## src/rtl/cfs_md_responder.sv

```systemverilog
// MD-bus target: checks each transfer for legality, queues accepted transfers
// in a small FIFO and keeps saturating accept/reject counters.
module cfs_md_responder #(
    parameter int DATA_WIDTH = 32,
    parameter int FIFO_DEPTH = 4,
    parameter int CNT_W      = 16,
    localparam int BYTES = DATA_WIDTH / 8,
    localparam int OW    = (BYTES > 1) ? $clog2(BYTES) : 1,
    localparam int SW    = $clog2(BYTES) + 1,
    localparam int LW    = $clog2(FIFO_DEPTH) + 1
) (
    input  logic                  clk,
    input  logic                  reset_n,
    input  logic                  md_valid,
    input  logic [DATA_WIDTH-1:0] md_data,
    input  logic [OW-1:0]         md_offset,
    input  logic [SW-1:0]         md_size,
    output logic                  md_ready,
    output logic                  md_err,
    input  logic [3:0]            cfg_wait,
    input  logic                  clr_cnt,
    output logic                  pop_valid,
    input  logic                  pop_ready,
    output logic [DATA_WIDTH-1:0] pop_data,
    output logic [OW-1:0]         pop_offset,
    output logic [SW-1:0]         pop_size,
    output logic [LW-1:0]         fifo_lvl,
    output logic [CNT_W-1:0]      cnt_ok,
    output logic [CNT_W-1:0]      cnt_err,
    output logic                  proto_viol
);
    localparam int AW = $clog2(FIFO_DEPTH);

    typedef enum logic [1:0] {IDLE, WAIT, RESP} state_e;

    typedef struct packed {
        logic [DATA_WIDTH-1:0] data;
        logic [OW-1:0]         offset;
        logic [SW-1:0]         size;
    } xfer_t;

    state_e           state_q, state_d;
    xfer_t            cap_q, cap_d, md_in, head;
    logic [3:0]       wait_q, wait_d;
    logic             ready_q, err_q, viol_q;
    logic [CNT_W-1:0] cnt_ok_q, cnt_err_q;
    xfer_t            mem_q [FIFO_DEPTH];
    logic [AW-1:0]    wr_ptr_q, rd_ptr_q;
    logic [LW-1:0]    lvl_q;

    logic             illegal, full, mismatch, viol, push, pop, resp_err;
    logic [SW:0]      span;

    assign md_in    = {md_data, md_offset, md_size};
    // One extra bit so offset+size can never wrap into a legal-looking value.
    assign span     = (SW+1)'(cap_q.offset) + (SW+1)'(cap_q.size);
    assign illegal  = (cap_q.size == '0) || (span > (SW+1)'(BYTES));
    assign full     = (lvl_q == LW'(FIFO_DEPTH));
    assign mismatch = !md_valid || (md_in != cap_q);
    assign pop      = pop_valid && pop_ready;

    always_comb begin
        state_d  = state_q;
        cap_d    = cap_q;
        wait_d   = wait_q;
        viol     = 1'b0;
        push     = 1'b0;
        resp_err = 1'b0;
        case (state_q)
            IDLE: begin
                if (md_valid) begin
                    cap_d   = md_in;
                    wait_d  = cfg_wait;
                    state_d = WAIT;
                end
            end
            WAIT: begin
                if (mismatch) begin
                    viol    = 1'b1;
                    state_d = IDLE;
                end else if (wait_q != 4'd0) begin
                    wait_d = wait_q - 4'd1;
                end else if (!full || illegal) begin
                    state_d = RESP;
                end
            end
            RESP: begin
                state_d = IDLE;
                if (mismatch) begin
                    viol = 1'b1;
                end else begin
                    push     = !illegal;
                    resp_err = illegal;
                end
            end
            default: state_d = IDLE;
        endcase
    end

    always_ff @(posedge clk or negedge reset_n) begin
        if (!reset_n) begin
            state_q <= IDLE;
            cap_q   <= '0;
            wait_q  <= '0;
            ready_q <= 1'b0;
            err_q   <= 1'b0;
            viol_q  <= 1'b0;
        end else begin
            state_q <= state_d;
            cap_q   <= cap_d;
            wait_q  <= wait_d;
            ready_q <= (state_d == RESP);
            err_q   <= (state_d == RESP) && illegal;
            viol_q  <= viol;
        end
    end

    // Clear takes priority over any increment in the same cycle.
    always_ff @(posedge clk or negedge reset_n) begin
        if (!reset_n) begin
            cnt_ok_q  <= '0;
            cnt_err_q <= '0;
        end else if (clr_cnt) begin
            cnt_ok_q  <= '0;
            cnt_err_q <= '0;
        end else begin
            if (push && (cnt_ok_q != '1))
                cnt_ok_q <= cnt_ok_q + CNT_W'(1);
            if (resp_err && (cnt_err_q != '1))
                cnt_err_q <= cnt_err_q + CNT_W'(1);
        end
    end

    always_ff @(posedge clk or negedge reset_n) begin
        if (!reset_n) begin
            wr_ptr_q <= '0;
            rd_ptr_q <= '0;
            lvl_q    <= '0;
        end else begin
            if (push)
                wr_ptr_q <= wr_ptr_q + AW'(1);
            if (pop)
                rd_ptr_q <= rd_ptr_q + AW'(1);
            if (push && !pop)
                lvl_q <= lvl_q + LW'(1);
            else if (pop && !push)
                lvl_q <= lvl_q - LW'(1);
        end
    end

    always_ff @(posedge clk) begin
        if (push)
            mem_q[wr_ptr_q] <= cap_q;
    end

    assign head       = mem_q[rd_ptr_q];
    assign pop_valid  = (lvl_q != '0);
    assign pop_data   = head.data;
    assign pop_offset = head.offset;
    assign pop_size   = head.size;
    assign fifo_lvl   = lvl_q;
    assign cnt_ok     = cnt_ok_q;
    assign cnt_err    = cnt_err_q;
    assign md_ready   = ready_q;
    assign md_err     = err_q;
    assign proto_viol = viol_q;

endmodule
```

## config.mk

```make
export PLATFORM = sky130hd
export DESIGN_NAME = cfs_md_responder
export DESIGN_NICKNAME = d
export VERILOG_FILES = /design/src/rtl/cfs_md_responder.sv
export SDC_FILE = /design/constraint.sdc
export NUM_CORES = 1
export LEC_CHECK = 0
export ABC_CLOCK_PERIOD_IN_PS = 3600
export BUFFER_PORTS_ARGS = -buffer_cell sky130_fd_sc_hd__buf_2
export CORE_ASPECT_RATIO = 1.75
export CORE_MARGIN = 5
export CORE_UTILIZATION = 40
export CTS_CLUSTER_DIAMETER = 120
export DETAILED_ROUTE_END_ITERATION = 6
export PLACE_DENSITY = 0.55
export RECOVER_POWER = 50
export SLEW_MARGIN = 0
export SYNTH_ARGS = -nofsm -noshare
export SYNTH_HDL_FRONTEND = slang
export SYNTH_SLANG_ARGS = --single-unit
```

## constraint.sdc

```tcl
create_clock -name clk -period 3.6 [get_ports clk]
set_input_delay 0.72 -clock clk [delete_from_list [all_inputs] [get_ports clk]]
set_output_delay 0.72 -clock clk [all_outputs]
set_load 0.03 [all_outputs]
```

==> results of run 1 <==
-- placed cells by master, fill, tap and decap left out, types with 10 or more instances in the layout --
master	count
ha_1	14
dfrtp_1	84
clkbuf_1	37
nand2_1	26
edfxtp_1	148
nor3_1	10
a21oi_1	14
nor2_1	41
nand4_1	22
buf_2	85
clkbuf_16	23
inv_1	12
mux2_2	46
mux4_2	37
buf_4	10
xnor2_1	49
nand3_1	20
nor2b_1	11
-- sequential cells by signal, summed over array words and instances, names as in the netlist, 3 cells and up --
register,flops
cap_q,37
cnt_err,16
mem_q,148
wait_q,4
fifo_lvl,3
cnt_ok,16
-- cell type report --
cell class / count / share of cell area (%)
diodes: 1 / 0.0210
clock buffers: 25 / 4.89
clock inverters: 15 / 1.92
inverters: 12 / 0.378
multi-input cells: 379 / 28.0
flip-flops and latches: 233 / 55.1
well taps: 312 / 3.27
repair buffers: 137 / 6.35
-- cell usage after synthesis, types with 2 or more instances --
cell type  number
or4_1           7
o21ai_0         5
clkbuf_1       14
ha_1           14
nand4_1        22
nor3b_1         2
buf_1           4
o22ai_1         3
nor3_1         10
fa_1            2
nand2b_1        5
edfxtp_1      148
nand2_2         2
xor2_1          6
o31ai_1         5
buf_2           4
and4_1          6
and2_1          9
inv_1          12
nand3_1        20
mux2i_1         2
nor4_1          4
xnor2_1        49
a21oi_1        14
mux4_2         37
nor2_1         41
and3_1          7
dfrtp_1        85
a31o_2          2
nor2b_1        11
or3_1           4
mux2_2         46
a31oi_1         2
nand2_1        26
-- through the flow --
stage / hold WS [ns] / worst slack, ns / utilization [%]
final: 0.476 / 0.554 / 48.2
after global routing: 0.463 / 0.371 / 48.2
after CTS: 0.304 / 0.484 / 48.4
after detailed placement: 0.510 / 0.162 / 45.1
after global placement: 0.504 / 0.171 / 45.1
after floorplan: 0.424 / 0.234 / -
-- kinds of logic after synthesis --
family / after synthesis / synth area share [%]
buffers and inverters: 34 / 1.32
AND/OR/NAND/NOR: 183 / 9.99
adder cells (fa/ha/maj): 16 / 2.14
multiplexers: 85 / 13.7
AO/OA/AOI/OAI: 40 / 2.63
flip-flops: 233 / 65.5
XOR/XNOR: 55 / 4.80
-- per-layer routing --
metal,share of wire (%),global-route usage [%],vias to the layer above,routed length [µm]
met5,0.17,0,-,41
met4,1.9,4.26,6,454
met3,4.7,2.96,36,1090
met2,57,32.1,134,13300
met1,37,19.2,3048,8610
li1,-,-,2737,-
-- power by group --
group	leakage [nW]	internal [mW]	switching [mW]
Clock	0.385	1.55	1.03
Sequential	2.41	3.30	0.362
Combinational	1.52	0.489	0.572
Total	4.32	5.33	1.97
-- how the worst max path moves through the flow --
stage	to	depth (start not counted)	start
floorplan	mem_q[0][0]$_DFFE_PP_	7	md_data[29]
global placement	fifo_lvl[2]$_DFFE_PN0P_	12	md_data[21]
detailed placement	fifo_lvl[2]$_DFFE_PN0P_	12	md_data[21]
CTS	fifo_lvl[2]$_DFFE_PN0P_	11	cap_q[26]$_DFFE_PN0P_
global route	cnt_err[13]$_DFFE_PN0P_	8	cap_q[0]$_DFFE_PN0P_
finish	fifo_lvl[2]$_DFFE_PN0P_	11	cap_q[26]$_DFFE_PN0P_
==> impl_results.md, run 1 <==
- #FFs+latches synth: 233
- Final setup viols: 0
- Layout Cells excl Fill: between 1k and 1.5k
- # hold bufs at CTS: 0
- Core area: 24700 µm²
- RSZ-0062 raised after global routing: no
- CTS buffer count: 22
- CTS Buffer Depth: 3
- Clk pin slew, worst setup/hold paths: about 0.070 ns
- DR vias/cell: 5.35
- Area of the multi-input gates: between 3000 and 4000 µm²
- Maximum VDD drop: around 380 µV
- Layout Nets: between 800 and 900
- First-pass GRT wire length: 36.8 mm
- Asr flop ratio synth: 36.5%
- Synth top area cells: edfxtp_1 (44%), dfrtp_1 (21%), mux4_2 (8.3%), mux2_2 (5.2%), xnor2_1 (4.3%)
- Routed Antenna Nets: 0
- Seq. cell area: approximately 6600 µm²
- First-pass iteration count of the detailed router: 4
- Fin crit period: between 3 and 4 ns
- # clock sinks: between 200 and 250
- Initial Util: 40.6%
- Cells after Synth: around 650
- Cell Pwr Density: just over 600 nW/µm²
- Outcome: finished with violations
- Drt first-iter violations: 239
- Post-synth EDFFs: about 150
- CP endpoint kind: register
- Hpwl dp: between 15 and 20 mm
- # DRC: 0
- Worst Path Max Fanout: 6
- Slowest cell on the critical path: or4_4
- Setup CP Type: register to register
- Share of the synthesized area in the top cell type: 44.3%
- Final instance area: 11900 µm²
- Largest net degree at the start of global routing: 52
- Synth cell types: 50
- Fmax: approximately 330 MHz
- Pins Over Slew Limit: 10
- Hold Crit Endpoint: cap_q[2]$_DFFE_PN0P_
- Slew of the pin with the lowest slew margin: 1.50 ns
- Hold path start: md_size[2]
- Syn_nets: 708
- Sequential fraction of the synthesis area: ~65%
- Placed Instances: roughly 1.1k
- Cell family with the largest share of critical-path delay: simple AND/OR/NAND/NOR gates
- Post-CTS setup buffers: 0
- Mapped cell area: between 10000 and 15000 µm²
- Synthesis Warnings: 0
- Worst EP arrival: 3.47 ns
- Buf/Inv on CP: 2
- Cells on worst reg2reg path: 11
- Synth Flop Type: edfxtp_1
- Worst-Skew Late Latency: 0.50 ns
- CP startpoint kind: register
- Post-synth top area cell: edfxtp_1
- CTS tree: done
- Failing checks: max-slew violations
- Port bufs: 121
- Reg-to-Reg End: fifo_lvl[2]$_DFFE_PN0P_
- I/O Pins: 122
- H-Tree Depth: 1
- GP Congestion: 0.849
- Reg-to-reg slack, setup: 0.55 ns
- Reg2Reg Launch Point: cap_q[26]$_DFFE_PN0P_
- Final hold violations: 0
- Max-cap violations: 0
- Avg Synthesized Cell Area: ~16 µm²
- Global route overflow: 0
- Placed cell area: 11200 µm²
- Die Wd: between 100 and 150 µm
- Fillers: between 2k and 2.5k
- Vias in the first global route: between 6k and 7k
- Critical Path Max Stage Delay: roughly 0.57 ns
- Slew margin rel.: -0.0308%
- Hold WC Path Type: primary input to register
- WL per Instance: roughly 21 µm
- Die area: around 28000 µm²
- Antenna violations before repair: 5
- Post_cts resized: 0
- Area Growth Syn to Fin: 18.7%
- Leakage: 4.32 nW
- Worst EP required: about 4 ns
- Drt total wl: about 24 mm
- Tcrit/Tclk final: a little over four fifths
- Rows: 76
- GR Util All Layers: approximately 17%
- Vias: a little under 6k
- Total power: approximately 7.3 mW
- Layout cells sized above 1: a little under 30%
- Min-Delay Path Depth: 2
- CP cell instances: xnor2_1 -> nand4_1 -> or4_4 -> nand4b_1 -> inv_1 -> ha_1 -> inv_1 -> fa_1 -> xor2_1 -> nor2_1 -> xor2_1
- Setup TNS: 0 ns
- CTS root buf: clkbuf_16
- Die Y: ~220 µm
- Clock Skews: roughly 0.012 ns
Note: power is estimated with default switching activity, not from simulation.
==> run 2, diff against run 1 <==
Settings changed: ABC_AREA from default to 1, ABC_CLOCK_PERIOD_IN_PS 3600 to 2900.
Clock period 3.6 ns to 2.9 ns, I/O delays scaled along.
==> impl_results.md, run 2 <==
- Drt first-iter violations: 370 (was 239)
- I/O Pins: 122 (unchanged)
- Setup TNS: 0 ns (unchanged)
- Sequential fraction of the synthesis area: 59.7% (was 65.5%)
- Avg Synthesized Cell Area: 9.46 µm² (was 15.5 µm²)
- Fillers: 2625 (was 2215)
- CTS Buffer Depth: 3 (unchanged)
- Vias: 8260 (was 5961)
- Drt total wl: 29.0 mm (was 23.5 mm)
- Worst Path Max Fanout: 2 (was 6)
- WL per Instance: 17.2 µm (was 21.1 µm)
- Die area: 31100 µm² (was 28500 µm²)
- Core area: 27200 µm² (was 24700 µm²)
- Clock power frac: 26.3% (was 35.4%)
- Area of the multi-input gates: 3870 µm² (was 3340 µm²)
- Final setup viols: 0 (unchanged)
- GP Congestion: 0.856 (was 0.849)
- Share of the synthesized area in the top cell type: 40.4% (was 44.3%)
- Global route overflow: 0 (unchanged)
- Combinational Power Share: 35.2% (was 14.5%)
- Die Wd: 135 µm (was 130 µm)
- Layout Nets: 1363 (was 847)
- Asr flop ratio synth: 36.5% (unchanged)
- First-pass GRT wire length: 45.5 mm (was 36.8 mm)
- Diodes inserted: 0 (was 1)
- Commonest cells post-synth: nand2_1 (281), nor2_1 (163), edfxtp_1 (148) (was edfxtp_1 (148), dfrtp_1 (85), xnor2_1 (49))
- Synth cell types: 36 (was 50)
- GR Util All Layers: 18.7% (was 16.9%)
- Synth top area cells: edfxtp_1 (40%), dfrtp_1 (19%), nand2_1 (9.6%), nor2_1 (5.6%), o21ai_0 (5.4%) (was edfxtp_1 (44%), dfrtp_1 (21%), mux4_2 (8.3%), mux2_2 (5.2%), xnor2_1 (4.3%))
- Port bufs: 121 (unchanged)
- Biggest regs: mem_q: 148 flops, cap_q: 37 flops (unchanged)
- Commonest non-fill, non-tap cell in the layout: nand2_1 (was edfxtp_1)
- Fin crit period: 2.73 ns (was 3.05 ns)
- Leakage: 5.68 nW (was 4.32 nW)
- Setup CP Type: register to register (unchanged)
- Post-synth top area cell: edfxtp_1 (unchanged)
- Max-cap violations: 0 (unchanged)
- Slew of the pin with the lowest slew margin: 1.25 ns (was 1.50 ns)
- #FFs+latches synth: 233 (unchanged)
- Outcome: finished, final reports clean (was finished with violations)
- Final hold violations: 0 (unchanged)
- Area Growth Syn to Fin: 18.2% (was 18.7%)
- Clk pin slew, worst setup/hold paths: 0.07 ns (about the same)
- CP endpoint kind: register (unchanged)
- Seq. cell area: 6570 µm² (unchanged)
- DR vias/cell: 4.90 (was 5.35)
- Cell Pwr Density: 941 nW/µm² (was 612 nW/µm²)
- Clock Skews: 0.0122 ns (was 0.0120 ns)
- RSZ-0062 raised after global routing: no (unchanged)
- CP startpoint kind: register (unchanged)
- Largest net degree at the start of global routing: 45 (was 52)
- Hold WC Path Type: primary input to asynchronous set/reset pin (was primary input to register)
- Pins Over Slew Limit: 0 (was 10)
- Rows: 80 (was 76)
- # clock sinks: 233 (unchanged)
- Worst hold slack: 0.315 ns (was 0.476 ns)
- Fmax: 366 MHz (was 328 MHz)
- Max reg flops: 148 (unchanged)
- Most frequent cell after synthesis: nand2_1 (was edfxtp_1)
- H-Tree Depth: 1 (unchanged)
- # hold bufs at CTS: 0 (unchanged)
- Most frequent cells in the layout: nand2_1 (279), nor2_1 (159), edfxtp_1 (148) (was edfxtp_1 (148), buf_2 (85), dfrtp_1 (84))
- Routed Antenna Nets: 0 (unchanged)
- Mapped cell area: 11000 µm² (was 10000 µm²)
- Reg2Reg Launch Point: cap_q[0]$_DFFE_PN0P_ (was cap_q[26]$_DFFE_PN0P_)
- Top reg by flops: mem_q (unchanged)
- Slew margin rel.: 16.4% (was -0.0308%)
- Worst-Skew Late Latency: 0.52 ns (was 0.50 ns)
- Tcrit/Tclk final: 94.3% (was 84.6%)
- Syn_nets: 1226 (was 708)
- Synth Flop Type: edfxtp_1 (unchanged)
- Synthesis Warnings: 0 (unchanged)
- Net Sw Power: 4.79 mW (was 1.97 mW)
- Maximum VDD drop: 450 µV (was 385 µV)
- Layout cells sized above 1: 15.9% (was 29.6%)
- Vias in the first global route: 8172 (was 6542)
- CTS tree: done (unchanged)
- Worst EP required: 3.30 ns (was 4.02 ns)
- Antenna violations before repair: 4 (was 5)
- Worst EP arrival: 3.13 ns (was 3.47 ns)
- CTS buffer count: 23 (was 22)
- Post-synth EDFFs: 148 (unchanged)
- Critical Path Source: cap_q[0]$_DFFE_PN0P_ (was cap_q[26]$_DFFE_PN0P_)
- Die Y: 229 µm (was 220 µm)
- Hpwl dp: 20.2 mm (was 16.4 mm)
- CTS root buf: clkbuf_16 (unchanged)
- Sequential Power Share: 38.5% (was 50.1%)
- P_int: 7.45 mW (was 5.33 mW)
- Switching share of power: 39.1% (was 27.0%)
- # DRC: 0 (unchanged)
- Cells after Synth: 1164 (was 646)
- First-pass iteration count of the detailed router: 4 (unchanged)
- Initial Util: 40.4% (was 40.6%)
## run 2: cell types whose count changed in the layout (fill, tap and decap cells not counted), sizes merged, moves of 34 or more
cell / delta
nand2: +261
nor2: +128
o21ai: +114
inv: +97
xnor2: -44
mux2: -42
nand3: +39
mux4: -37
o22ai: +34
## run 2: kinds of logic after synthesis
logic type               count (synthesis)  synth area share [%]
AO/OA/AOI/OAI                          162                  7.79
XOR/XNOR                                33                  2.63
adder cells (fa/ha/maj)                 16                  1.96
buffers and inverters                  152                  5.68
flip-flops                             233                  59.7
multiplexers                             4                 0.409
AND/OR/NAND/NOR                        564                  21.8
## run 2: layout make-up
class | instances | share of cell area [%]
clock buffers | 25 | 4.56
flip-flops and latches | 233 | 50.5
inverters | 114 | 3.29
repair buffers | 150 | 6.63
well taps | 369 | 3.55
clock inverters | 16 | 1.67
multi-input cells | 779 | 29.8
## run 2: worst paths after layout
check                                                to  slack (ns)  cells past startpoint
worst max-delay path            fifo_lvl[2]$_DFFE_PN0P_        0.17                     16
worst min-delay path              cnt_ok[7]$_DFFE_PN0P_        0.32                      1
worst max register to register  fifo_lvl[2]$_DFFE_PN0P_        0.17                     16
worst min register to register    wait_q[0]$_DFFE_PN0P_        0.50                      2
max in group asynchronous         cap_q[21]$_DFFE_PN0P_        1.04                      2
min in group clk                  cap_q[28]$_DFFE_PN0P_        0.33                      2
## run 2: power by group through the flow
stage	Sequential [mW]	Clock, mW	Combinational, mW
final	4.71	3.22	4.31
after global routing	4.80	3.43	4.79
after CTS	4.73	3.30	4.37
after detailed placement	4.79	0	4.36
after global placement	4.76	0	4.33
after floorplan	4.69	0	2.86
## run 2: stage by stage
stage               cells  util (%)  worst slack (ns)  total power [mW]  area, µm²
floorplan            1164         -            0.0175              7.56      11100
global placement     1645      45.0            0.0496              9.08      12200
detailed placement   1645      45.0            0.0189              9.15      12200
CTS                  1686      47.9            0.0913              12.4      13100
global route         1686      47.8           0.00406              13.0      13000
finish               1686      47.8             0.166              12.2      13000
## run 2: repair_timing
item                                   in CTS  in global routing
resized for setup                           0                  5
endpoints found under the hold margin       0                  0
setup endpoints to repair                   0                  2
setup buffers                               0                  0
## run 2: worst max-delay path, cell delays in order (launching register included)
cell     delay [ns]
dfrtp_1        0.38
ha_2           0.19
fa_1           0.43
or2_4          0.26
nand3_2        0.08
nand3_2        0.08
inv_2          0.07
nand2_2        0.06
inv_2          0.06
nand2_4        0.04
inv_2          0.05
ha_1           0.13
inv_1          0.06
fa_2           0.37
a21oi_2        0.13
o21ai_1        0.08
xor2_1         0.14
## run 2: layer usage
layer,track usage [%],vias up,share of wire (%)
met5,0,-,0.18
met3,3.12,36,4.1
met1,21.1,3935,38
met2,36.0,151,56
li1,-,4130,-
met4,4.51,8,1.7
==> run 3, diff against run 2 <==
Settings changed: CELL_PAD_IN_SITES_DETAIL_PLACEMENT from default to 0, CELL_PAD_IN_SITES_GLOBAL_PLACEMENT from default to 1, CORE_UTILIZATION 40 to 45, PLACE_DENSITY 0.55 to 0.76.
==> impl_results.md, run 3 (synthesized netlist as in run 2, its figures left out) <==
- Cells on worst reg2reg path: 16 (unchanged)
- Worst EP required: 3.30 ns (about the same)
- Most frequent CP cell: inv_2 (unchanged)
- Commonest non-fill, non-tap cell in the layout: nand2_1 (unchanged)
- DR vias/cell: 5.10 (was 4.90)
- Critical Path Max Stage Delay: 0.44 ns (was 0.43 ns)
- Reg2Reg Launch Point: cap_q[3]$_DFFE_PN0P_ (was cap_q[0]$_DFFE_PN0P_)
- Buf/Inv on CP: 4 (unchanged)
- Fin crit period: 2.72 ns (was 2.73 ns)
- Clock Skews: 0.0148 ns (was 0.0122 ns)
- Fmax: 368 MHz (was 366 MHz)
- Drt total wl: 27.4 mm (was 29.0 mm)
- Setup ws final: 0.183 ns (was 0.166 ns)
- I/O Pins: 122 (unchanged)
- CTS tree: done (unchanged)
- Worst EP arrival: 3.11 ns (was 3.13 ns)
- Worst-Skew Late Latency: 0.52 ns (about the same)
- # hold bufs at CTS: 0 (unchanged)
- GR Util All Layers: 19.9% (was 18.7%)
- Max reg flops: 148 (unchanged)
- CP endpoint kind: register (unchanged)
- Fillers: 2310 (was 2625)
- Pins Over Slew Limit: 0 (unchanged)
- Biggest regs: mem_q: 148 flops, cap_q: 37 flops (unchanged)
- # DRC: 0 (unchanged)
- Vias: 8267 (was 8260)
- Most frequent cells in the layout: nand2_1 (279), nor2_1 (159), edfxtp_1 (148) (unchanged)
- Maximum VDD drop: 480 µV (was 450 µV)
- Die Wd: 128 µm (was 135 µm)
- Max-cap violations: 0 (unchanged)
- Initial Util: 45.8% (was 40.4%)
- CTS buffer count: 22 (was 23)
- H-Tree Depth: 1 (unchanged)
- Diodes inserted: 0 (unchanged)
- Port bufs: 121 (unchanged)
- Vias in the first global route: 8164 (was 8172)
- Cell family with the largest share of critical-path delay: adder cells (unchanged)
- RSZ-0062 raised after global routing: no (unchanged)
- First-pass iteration count of the detailed router: 5 (was 4)
- GP Congestion: 0.869 (was 0.856)
- Leakage: 5.62 nW (was 5.68 nW)
- # clock sinks: 233 (unchanged)
- Slew margin rel.: 25.5% (was 16.4%)
- CTS root buf: clkbuf_16 (unchanged)
- Die area: 27800 µm² (was 31100 µm²)
- Tcrit/Tclk final: 93.7% (was 94.3%)
- Clk pin slew, worst setup/hold paths: 0.07 ns (about the same)
- Largest net degree at the start of global routing: 76 (was 45)
- Drt first-iter violations: 444 (was 370)
- Critical Path Source: cap_q[3]$_DFFE_PN0P_ (was cap_q[0]$_DFFE_PN0P_)
- Layout cells sized above 1: 15.5% (was 15.9%)
- Core area: 24000 µm² (was 27200 µm²)
- Reg-to-Reg End: fifo_lvl[2]$_DFFE_PN0P_ (unchanged)
- Setup TNS: 0 ns (unchanged)
- First-pass GRT wire length: 43.5 mm (was 45.5 mm)
- Die Y: 217 µm (was 229 µm)
- Setup CP Type: register to register (unchanged)
- Antenna violations before repair: 6 (was 4)
- Final setup viols: 0 (unchanged)
- Layout Nets: 1359 (was 1363)
- Rows: 75 (was 80)
- CTS Buffer Depth: 3 (unchanged)
- Area Growth Syn to Fin: 16.6% (was 18.2%)
- Cell Pwr Density: 921 nW/µm² (was 941 nW/µm²)
- CP startpoint kind: register (unchanged)
- Worst Path Max Fanout: 2 (unchanged)
- Hold WC Path Type: primary input to asynchronous set/reset pin (unchanged)
- Hpwl dp: 18.9 mm (was 20.2 mm)
- Slew of the pin with the lowest slew margin: 1.12 ns (was 1.25 ns)
- CP cell instances: ha_2 -> fa_1 -> or2_4 -> nand3_2 -> nand3_2 -> inv_2 -> nand2_2 -> inv_2 -> nand2_4 -> inv_2 -> ha_1 -> inv_1 -> fa_2 -> a21oi_2 -> o21ai_1 -> xor2_1 (unchanged)
- Top reg by flops: mem_q (unchanged)
- Slowest cell on the critical path: fa_1 (unchanged)
- Place WS: 0.0223 ns (was 0.0189 ns)
- Global route overflow: 0 (unchanged)
- Final hold violations: 0 (unchanged)
- Routed Antenna Nets: 0 (unchanged)
- Outcome: finished, final reports clean (unchanged)
- Total power: 11.8 mW (was 12.2 mW)
- WL per Instance: 16.9 µm (was 17.2 µm)
- Reg-to-reg slack, setup: 0.18 ns (was 0.17 ns)
-- run 3: stage by stage --
stage                     std cells  instance area, µm²  utilization, %  hold WS, ns
after floorplan                1164               11100               -        0.284
after global placement         1580               12200            50.6        0.486
after detailed placement       1580               12200            50.6        0.489
after CTS                      1620               12900            53.6       0.0655
after global routing           1621               12800            53.4        0.320
final                          1621               12800            53.4        0.252
-- run 3: cell type report --
type                       instances  area [µm²]  area share, %
clock inverter                    15         133           1.03
multi-input combinational        779        3870           30.2
clock buffer                      25         583           4.54
inverter                         114         428           3.33
tap                              308         385           3.00
sequential                       233        6570           51.2
timing repair buffer             147         865           6.73
-- run 3: report_power, final --
| group | internal, mW | leakage, nW | total (mW) | switching, mW |
|---|---|---|---|---|
| clock | 1.57 | 0.346 | 2.85 | 1.29 |
| combinational | 1.35 | 2.84 | 4.26 | 2.91 |
| sequential | 4.18 | 2.43 | 4.71 | 0.530 |
| total | 7.10 | 5.62 | 11.8 | 4.73 |
-- run 3: routing by layer --
| metal | wire length (µm) | track usage (%) | vias up |
|---|---|---|---|
| met5 | 50 | 0 | - |
| met4 | 649 | 6.02 | 12 |
| met3 | 1280 | 3.29 | 46 |
| met2 | 14900 | 36.9 | 147 |
| met1 | 10500 | 23.2 | 3923 |
| li1 | - | - | 4139 |
-- run 3: how the worst max path moves through the flow --
stage	slack, ns	cells past startpoint	end
6_report	0.18	16	fifo_lvl[2]$_DFFE_PN0P_
5_1_grt	0.0002	19	fifo_lvl[2]$_DFFE_PN0P_
4_1_cts	0.07	16	fifo_lvl[2]$_DFFE_PN0P_
3_5_place_dp	0.02	15	fifo_lvl[1]$_DFFE_PN0P_
3_3_place_gp	0.05	15	fifo_lvl[1]$_DFFE_PN0P_
2_1_floorplan	0.02	16	fifo_lvl[2]$_DFFE_PN0P_
-- run 3: timing repair --
action / CTS / global route
gates resized for setup: 0 / 5
endpoints found under the setup margin: 0 / 2
setup buffers: 0 / 1
